File: config.mk
export PLATFORM = sky130hd
export DESIGN_NAME = fb_combiner
export DESIGN_NICKNAME = d
export VERILOG_FILES = /design/src/rtl/fb_combiner.sv
export SDC_FILE = /design/constraint.sdc
export NUM_CORES = 1
export LEC_CHECK = 0
export BUFFER_PORTS_ARGS = -buffer_cell sky130_fd_sc_hd__buf_2
export CORE_MARGIN = 2
export CORE_UTILIZATION = 45
export DETAILED_ROUTE_END_ITERATION = 8
export PLACE_DENSITY = 0.75
export SYNTH_ARGS = -nofsm -noshare
export SYNTH_HDL_FRONTEND = slang
export SYNTH_SLANG_ARGS = --single-unit
File: constraint.sdc
create_clock -name clk -period 3.7 [get_ports clk]
set_input_delay 0.185 -clock clk [delete_from_list [all_inputs] [get_ports clk]]
set_output_delay 0.185 -clock clk [all_outputs]
set_load 0.02 [all_outputs]
File: src/rtl/fb_combiner.sv
// ---------------------------------------------------------------------------
// fb_combiner
//
// Feedback-output combiner. Sums N_CH gain-scaled channel products plus a
// static offset at full precision, saturates the result to the DAC width and
// drives the DAC word through a three-register pipeline:
//   S1 (_p0) sum + upstream overflow OR + mode tag
//   S2 (_p1) clamp + event overflow
//   S3       output register (fb_sgnl / fb_valid / oflow)
// Slow-domain configuration is synchronised and only copied into the active
// registers between bunch trains (store_strb low).
//
// Ports
//   clk, rst      : feedback clock, asynchronous active-high reset
//   store_strb    : bunch train gate; low forces fb_sgnl to 0 and flushes
//   fb_cond       : ch_data / ch_oflow valid strobe
//   ch_data       : N_CH packed signed products, channel k at [k*IN_W +: IN_W]
//   ch_oflow      : per-channel upstream overflow flags
//   offset_b      : signed static offset (slow domain)
//   const_val_b   : constant DAC word (slow domain)
//   mode_b        : 0 off, 1 feedback, 2 constant, 3 off (slow domain)
//   oflow_clr     : clears sticky flag and counter
//   fb_sgnl       : registered signed DAC word
//   fb_valid      : pulse when fb_sgnl is loaded from an event
//   oflow         : pulse with fb_valid when that event overflowed
//   oflow_sticky  : set by any oflow
//   oflow_count   : overflowed events, saturating at 255
// ---------------------------------------------------------------------------
module fb_combiner #(
    parameter int N_CH        = 4,
    parameter int IN_W        = 15,
    parameter int OUT_W       = 13,
    parameter int SYNC_STAGES = 2
) (
    input  logic                     clk,
    input  logic                     rst,
    input  logic                     store_strb,
    input  logic                     fb_cond,
    input  logic [N_CH*IN_W-1:0]     ch_data,
    input  logic [N_CH-1:0]          ch_oflow,
    input  logic [OUT_W-1:0]         offset_b,
    input  logic [OUT_W-1:0]         const_val_b,
    input  logic [1:0]               mode_b,
    input  logic                     oflow_clr,
    output logic signed [OUT_W-1:0]  fb_sgnl,
    output logic                     fb_valid,
    output logic                     oflow,
    output logic                     oflow_sticky,
    output logic [7:0]               oflow_count
);

    // Sum width grows by clog2(N_CH+1) to hold N_CH products plus the offset.
    localparam int SW = IN_W + $clog2(N_CH + 1);
    localparam int MAX_I = 2 ** (OUT_W - 1) - 1;
    localparam logic signed [SW-1:0] SAT_MAX = SW'(MAX_I);
    localparam logic signed [SW-1:0] SAT_MIN = SW'(-MAX_I - 1);

    function automatic logic signed [SW-1:0] sext_in(input logic [IN_W-1:0] x);
        return {{(SW - IN_W){x[IN_W-1]}}, x};
    endfunction

    function automatic logic signed [SW-1:0] sext_out(input logic [OUT_W-1:0] x);
        return {{(SW - OUT_W){x[OUT_W-1]}}, x};
    endfunction

    function automatic logic out_of_range(input logic signed [SW-1:0] x);
        return (x > SAT_MAX) || (x < SAT_MIN);
    endfunction

    function automatic logic signed [OUT_W-1:0] saturate(input logic signed [SW-1:0] x);
        if (x > SAT_MAX)
            return SAT_MAX[OUT_W-1:0];
        else if (x < SAT_MIN)
            return SAT_MIN[OUT_W-1:0];
        else
            return x[OUT_W-1:0];
    endfunction

    // Slow-domain synchronisers
    (* ASYNC_REG = "TRUE", SHREG_EXTRACT = "NO" *) logic [OUT_W-1:0] offset_sync [SYNC_STAGES];
    (* ASYNC_REG = "TRUE", SHREG_EXTRACT = "NO" *) logic [OUT_W-1:0] const_sync  [SYNC_STAGES];
    (* ASYNC_REG = "TRUE", SHREG_EXTRACT = "NO" *) logic [1:0]       mode_sync   [SYNC_STAGES];

    always_ff @(posedge clk or posedge rst) begin
        if (rst) begin
            for (int i = 0; i < SYNC_STAGES; i++) begin
                offset_sync[i] <= '0;
                const_sync[i]  <= '0;
                mode_sync[i]   <= '0;
            end
        end else begin
            offset_sync[0] <= offset_b;
            const_sync[0]  <= const_val_b;
            mode_sync[0]   <= mode_b;
            for (int i = 1; i < SYNC_STAGES; i++) begin
                offset_sync[i] <= offset_sync[i-1];
                const_sync[i]  <= const_sync[i-1];
                mode_sync[i]   <= mode_sync[i-1];
            end
        end
    end

    // Active configuration only follows the synchronisers between trains.
    logic signed [OUT_W-1:0] act_offset;
    logic signed [OUT_W-1:0] act_const;
    logic [1:0]              act_mode;

    always_ff @(posedge clk or posedge rst) begin
        if (rst) begin
            act_offset <= '0;
            act_const  <= '0;
            act_mode   <= '0;
        end else if (!store_strb) begin
            act_offset <= offset_sync[SYNC_STAGES-1];
            act_const  <= const_sync[SYNC_STAGES-1];
            act_mode   <= mode_sync[SYNC_STAGES-1];
        end
    end

    logic signed [SW-1:0] sum_c;

    always_comb begin
        sum_c = sext_out(act_offset);
        for (int k = 0; k < N_CH; k++)
            sum_c = sum_c + sext_in(ch_data[k*IN_W +: IN_W]);
    end

    // Valids: store_strb low drops everything in flight.
    logic vld_p0;
    logic vld_p1;

    always_ff @(posedge clk or posedge rst) begin
        if (rst) begin
            vld_p0 <= 1'b0;
            vld_p1 <= 1'b0;
        end else begin
            vld_p0 <= store_strb & fb_cond;
            vld_p1 <= store_strb & vld_p0;
        end
    end

    // ---- S1: full-precision sum, upstream overflow, mode tag ----
    logic signed [SW-1:0] sum_p0;
    logic                 uof_p0;
    logic [1:0]           mode_p0;

    always_ff @(posedge clk) begin
        sum_p0  <= sum_c;
        uof_p0  <= |ch_oflow;
        mode_p0 <= act_mode;
    end

    // ---- S2: clamp and event overflow ----
    logic signed [OUT_W-1:0] sat_p1;
    logic                    evof_p1;
    logic [1:0]              mode_p1;

    always_ff @(posedge clk) begin
        sat_p1  <= saturate(sum_p0);
        evof_p1 <= out_of_range(sum_p0) | uof_p0;
        mode_p1 <= mode_p0;
    end

    // ---- S3: output register ----
    always_ff @(posedge clk or posedge rst) begin
        if (rst) begin
            fb_sgnl  <= '0;
            fb_valid <= 1'b0;
            oflow    <= 1'b0;
        end else if (!store_strb) begin
            fb_sgnl  <= '0;
            fb_valid <= 1'b0;
            oflow    <= 1'b0;
        end else if (vld_p1) begin
            case (mode_p1)
                2'd1: begin
                    fb_sgnl  <= sat_p1;
                    fb_valid <= 1'b1;
                    oflow    <= evof_p1;
                end
                2'd2: begin
                    fb_sgnl  <= act_const;
                    fb_valid <= 1'b1;
                    oflow    <= 1'b0;
                end
                default: begin
                    fb_sgnl  <= '0;
                    fb_valid <= 1'b0;
                    oflow    <= 1'b0;
                end
            endcase
        end else begin
            fb_valid <= 1'b0;
            oflow    <= 1'b0;
        end
    end

    // Sticky / counter follow the registered oflow pulse; a clear in the
    // same cycle as a pulse leaves that pulse counted.
    always_ff @(posedge clk or posedge rst) begin
        if (rst) begin
            oflow_sticky <= 1'b0;
            oflow_count  <= '0;
        end else if (oflow_clr) begin
            oflow_sticky <= oflow;
            oflow_count  <= oflow ? 8'd1 : 8'd0;
        end else if (oflow) begin
            oflow_sticky <= 1'b1;
            if (oflow_count != 8'd255)
                oflow_count <= oflow_count + 8'd1;
        end
    end

endmodule

Yosys cells after proc, flatten, opt, wreduce, memory -nomap -nowiden

Index checks and enable logic that the tools add are counted.
W data, S select, Z words.

Word-level logic and storage cells: 58
Input bits: 97
Register bits after elaboration: 147

$add $sub $neg: 5
Equal/unequal tests: 4
Bitwise logic cells: 3
Mux-type cells: 16
Reductions and logical operators: 6
Magnitude comparators: 2

Operators by type and width:

| cell                   | number |
|---|---|
| $mux W13               | 3 |
| $pmux W13 S2           | 1 |
| $mux W8                | 3 |
| $add A17 B15 Y18       | 1 |
| $add A18 B15 Y18       | 1 |
| $gt A18 B13 Y1 const B | 1 |
| $lt A18 B13 Y1 const B | 1 |
| $add A16 B15 Y17       | 1 |
| $add A13 B15 Y16       | 1 |
| $mux W1                | 9 |
| $add A8 B1 Y8 const B  | 1 |
| $ne A8 B8 Y1 const B   | 1 |
| $reduce_bool A2 Y1     | 2 |
| $reduce_or A4 Y1       | 1 |
| $and A1 B1 Y1          | 2 |
| $eq A2 B1 Y1 const B   | 1 |
| $eq A2 B2 Y1 const B   | 1 |
| $ne A2 B1 Y1 const B   | 1 |
| $reduce_and A2 Y1      | 1 |
| $reduce_or A2 Y1       | 1 |
| $logic_or A1 B1 Y1     | 1 |
| $or A1 B1 Y1           | 1 |

Longest topological paths before layout

Depth in word-level cells: 5
Depth in mapped cells: 14
Gate-level depth less buffers: 13

Worst setup path before layout

No wires, ideal clock.

Kind: input to register
From: input port ch_data[1]
To: register sum_p0[13]
Setup slack: 340 ps
Data arrival time: 3288 ps
Buffers on the path: 0
Stages: 12
Required time: 3628 ps
Library setup time: 72 ps
Path through: inv_1 -> fa_1 -> fa_1 -> inv_1 -> fa_1 -> ha_1 -> fa_1 -> a211o_1 -> a211oi_2 -> o31ai_2 -> a21oi_1 -> xnor2_1

Word-level cells in the longest chain between the ends: 4

Ends and longest elaborated chain:

| what                   | RTL line | source |
|---|---|---|
| start: declaration     | 39       | `input logic [N_CH*IN_W-1:0] ch_data,` |
| $add A13 B15 Y16       | 125      | `sum_c = sum_c + sext_in(ch_data[k*IN_W +: IN_W]);` |
| $add A16 B15 Y17       | 125      |  |
| $add A17 B15 Y18       | 125      |  |
| $add A18 B15 Y18       | 125      |  |
| named net sum_c[13]    | 120      | `logic signed [SW-1:0] sum_c;` |
| end signal: assignment | 148      | `sum_p0 <= sum_c;` |
| end: declaration       | 143      | `logic signed [SW-1:0] sum_p0;` |

The timed path passes the listed nets, and every way through them passes these cells.
A chain may end at the register's enable or synchronous reset.

Final worst setup path

From: input port ch_data[1]
To: register sum_p0[15]

Same word-level chain as after synthesis.

==> reports/metrics.yaml <==
logic_synthesis:
  yosysUniqueCellTypes: 47
  yosysTopAreaCellShare_pct: 41.3
  synthFlopType: "dfrtp_1"
  yosys.area.top_type: "dfrtp_1"
  syn-num-nets: 713
  ys.warnings.count: 0
  seq_area_frac_synth_pct: 52.5
  synth-edff-count: 0
  async_flop_share_pct: 74.8
  syn-instance-count: 548
  syn_area_sq_um: 6660
  synthTopCellsByArea: "dfrtp_1 (41%), fa_1 (14%), dfxtp_1 (11%)"
  syn_area_per_cell_sq_um: 12.1
  ys_seq_elements: 147
cells_and_area:
  seq_area_sq_um: 3490
  syn_to_final_growth_pct: 25.4
  nFillCells: 1182
  diodes: 0
  final_cell_area_sq_um: 8350
  post_route_cells_drive_above_1_share_pct: 26.5
  mostFrequentLayoutCell: "buf_2"
  fin_nets: 874
  mostFrequentLayoutCells: "buf_2 (120), dfrtp_1 (110), inv_1 (99), fa_1 (47), dfxtp_1 (37)"
  multi_input_area_sq_um: 2730
die:
  die_area_sq_um: 15800
  core_sq_um: 14500
  io_pins: 121
  die_height_microns: 126
  rows: 44
  die_x_microns: 126
  start_util_pct: 46.0
cts:
  root_buffer: "clkbuf_16"
  clkSlewWorstSetupHoldPaths_ps: 60
  numCtsBuffers: 17
  tritoncts: "yes"
  worstSkewPairLatency_ps: 420
  h-tree-depth: 4
  cts_resized: 0
  clkSinkCount: 147
  clockBufferDepth: 2
pwr:
  power.total_w: 0.00542
  vdd_ir_drop_max_uv: 433
  power_leakage_nw: 4.17
  power_per_cell_area_nw_per_um2: 649
sta:
  max-slew-margin-rel_pct: 40.5
  slew_violations: 0
  period_needed_ps: 3190
  setup_viol: 0
  clock_skew_ps: 6.74
  rsz0062_at_grt: "no"
  tns_ps: 0
  max_freq_mhz: 314
  tightest_slew_ps: 890
  period_share_pct: 86.1
  finalHoldViolCount: 0
global_route:
  grt_pass1_vias: 4664
  grt_pass1_wl_microns: 22200
  grt_max_degree: 63
  grtUsageTotal_pct: 17.9
  overflow: 0
  antenna_found_initial: 0
placement:
  placed_area_sq_um: 7470
  dp_hpwl_microns: 9490
  routabilityCongestion: 0.789
  portBuffers: 120
critical_path:
  worst_setup_path_start_kind: "input port"
  required_ps: 4040
  critPathCaptureType: "flop"
  path_max_fanout: 3
  critPathArrivalTime_ps: 3530
  crit_type: "in -> reg"
status:
  status: "complete, no violations"
drt:
  vias: 4371
  drt_iter0_drc: 230
  wirelength_microns: 12900
  first_pass_iters: 4
  ant_nets: 0
  via_per_inst: 4.82
  routedWlPerCell_microns: 14.2
  drcViolationCount: 0
min_path:
  hold_path_class: "in -> reg"
flow_run:
  maxCapViolations: 0
[power breakdown]
group | switching [W] | internal [W]
Clock | 0.000666 | 0.000962
Sequential | 0.000101 | 0.00187
Combinational | 0.000993 | 0.000820
Total | 0.00176 | 0.00366
[state kept, by name (all words and copies together), names as in the netlist, 2 cells and up]
register,flops
oflow_count,8
act_offset,13
fb_sgnl,13
sum_p0,18
act_const,13
sat_p1,13
const_sync,26
mode_p1,2
mode_sync,4
offset_sync,26
act_mode,2
mode_p0,2
[path summary, 6_finish.rpt]
kind,slack (ps),end,depth (start not counted),start
setup / recovery,510,sum_p0[15],13,ch_data[1]
hold / removal,40,oflow_count[5],2,oflow_clr
setup reg to reg,960,sum_p0[16],9,act_offset[12]
hold reg to reg,330,mode_p1[1],0,mode_p0[1]
max in group asynchronous,2370,act_offset[3],4,rst
min in group asynchronous,450,offset_sync[20],3,rst
[cell type report]
cell class / count / share of cell area, %
Clock buffer: 21 / 5.51
Clock inverter: 11 / 1.23
Inverter: 100 / 4.53
Multi-Input combinational cell: 287 / 32.7
Sequential cell: 147 / 41.8
Tap cell: 184 / 2.76
Timing Repair Buffer: 156 / 11.4
[cells by family after synthesis]
family | share of synthesized area [%]
AOI/OAI and AO/OA | 9.96
DFF | 52.5
xor gates and xnor gates | 2.10
adders and majority gates | 18.1
buffers and inverters | 6.47
muxes | 4.74
and+or+nand+nor | 6.18
[through the flow]
step / hold slack [ps] / setup WS, ps / std cells / util [%]
2_1_floorplan: 216 / 340 / 548 / -
3_3_place_gp: 293 / 139 / 842 / 51.6
3_5_place_dp: 294 / 93.0 / 842 / 51.6
4_1_cts: 17.2 / 529 / 906 / 57.7
5_1_grt: 31.2 / 295 / 906 / 57.7
6_report: 42.0 / 512 / 906 / 57.7
[timing repair]
item | CTS | global route
hold endpoints to repair | 90 | 0
buffers inserted | 0 | 0
hold buffers | 32 | 0
[synthesized netlist by cell type, drive strengths merged, types with 4 or more instances]
| cell | n |
|---|---|
| dfrtp | 110 |
| inv | 100 |
| fa | 47 |
| dfxtp | 37 |
| mux2 | 28 |
| nand2 | 24 |
| o21ai | 23 |
| ha | 21 |
| a21oi | 18 |
| nor2 | 15 |
| a22oi | 14 |
| o21a | 13 |
| clkbuf | 12 |
| nand3 | 10 |
| xnor2 | 9 |
| a21o | 8 |
| xor2 | 7 |
| and3 | 5 |
| a211oi | 4 |
| nand3b | 4 |
| nor3 | 4 |
[routing by layer]
| metal | wire length [microns] | part of all wire (%) | vias up | track usage [%] |
|---|---|---|---|---|
| met5 | 0 | 0 | - | 0 |
| met4 | 205 | 1.6 | 0 | 5.69 |
| met3 | 718 | 5.6 | 24 | 5.69 |
| met2 | 6330 | 49 | 129 | 29.3 |
| met1 | 5640 | 44 | 2111 | 22.9 |
| li1 | - | - | 2107 | - |
[worst max-delay path, stage by stage]
cell	delay, ps
buf_2	70
inv_1	40
fa_1	500
fa_1	530
inv_1	60
fa_1	460
ha_1	240
fa_1	420
a211o_1	300
a211oi_2	290
nor2_1	110
o221ai_2	190
xnor2_1	140
Power figures use the tool's default switching activity.
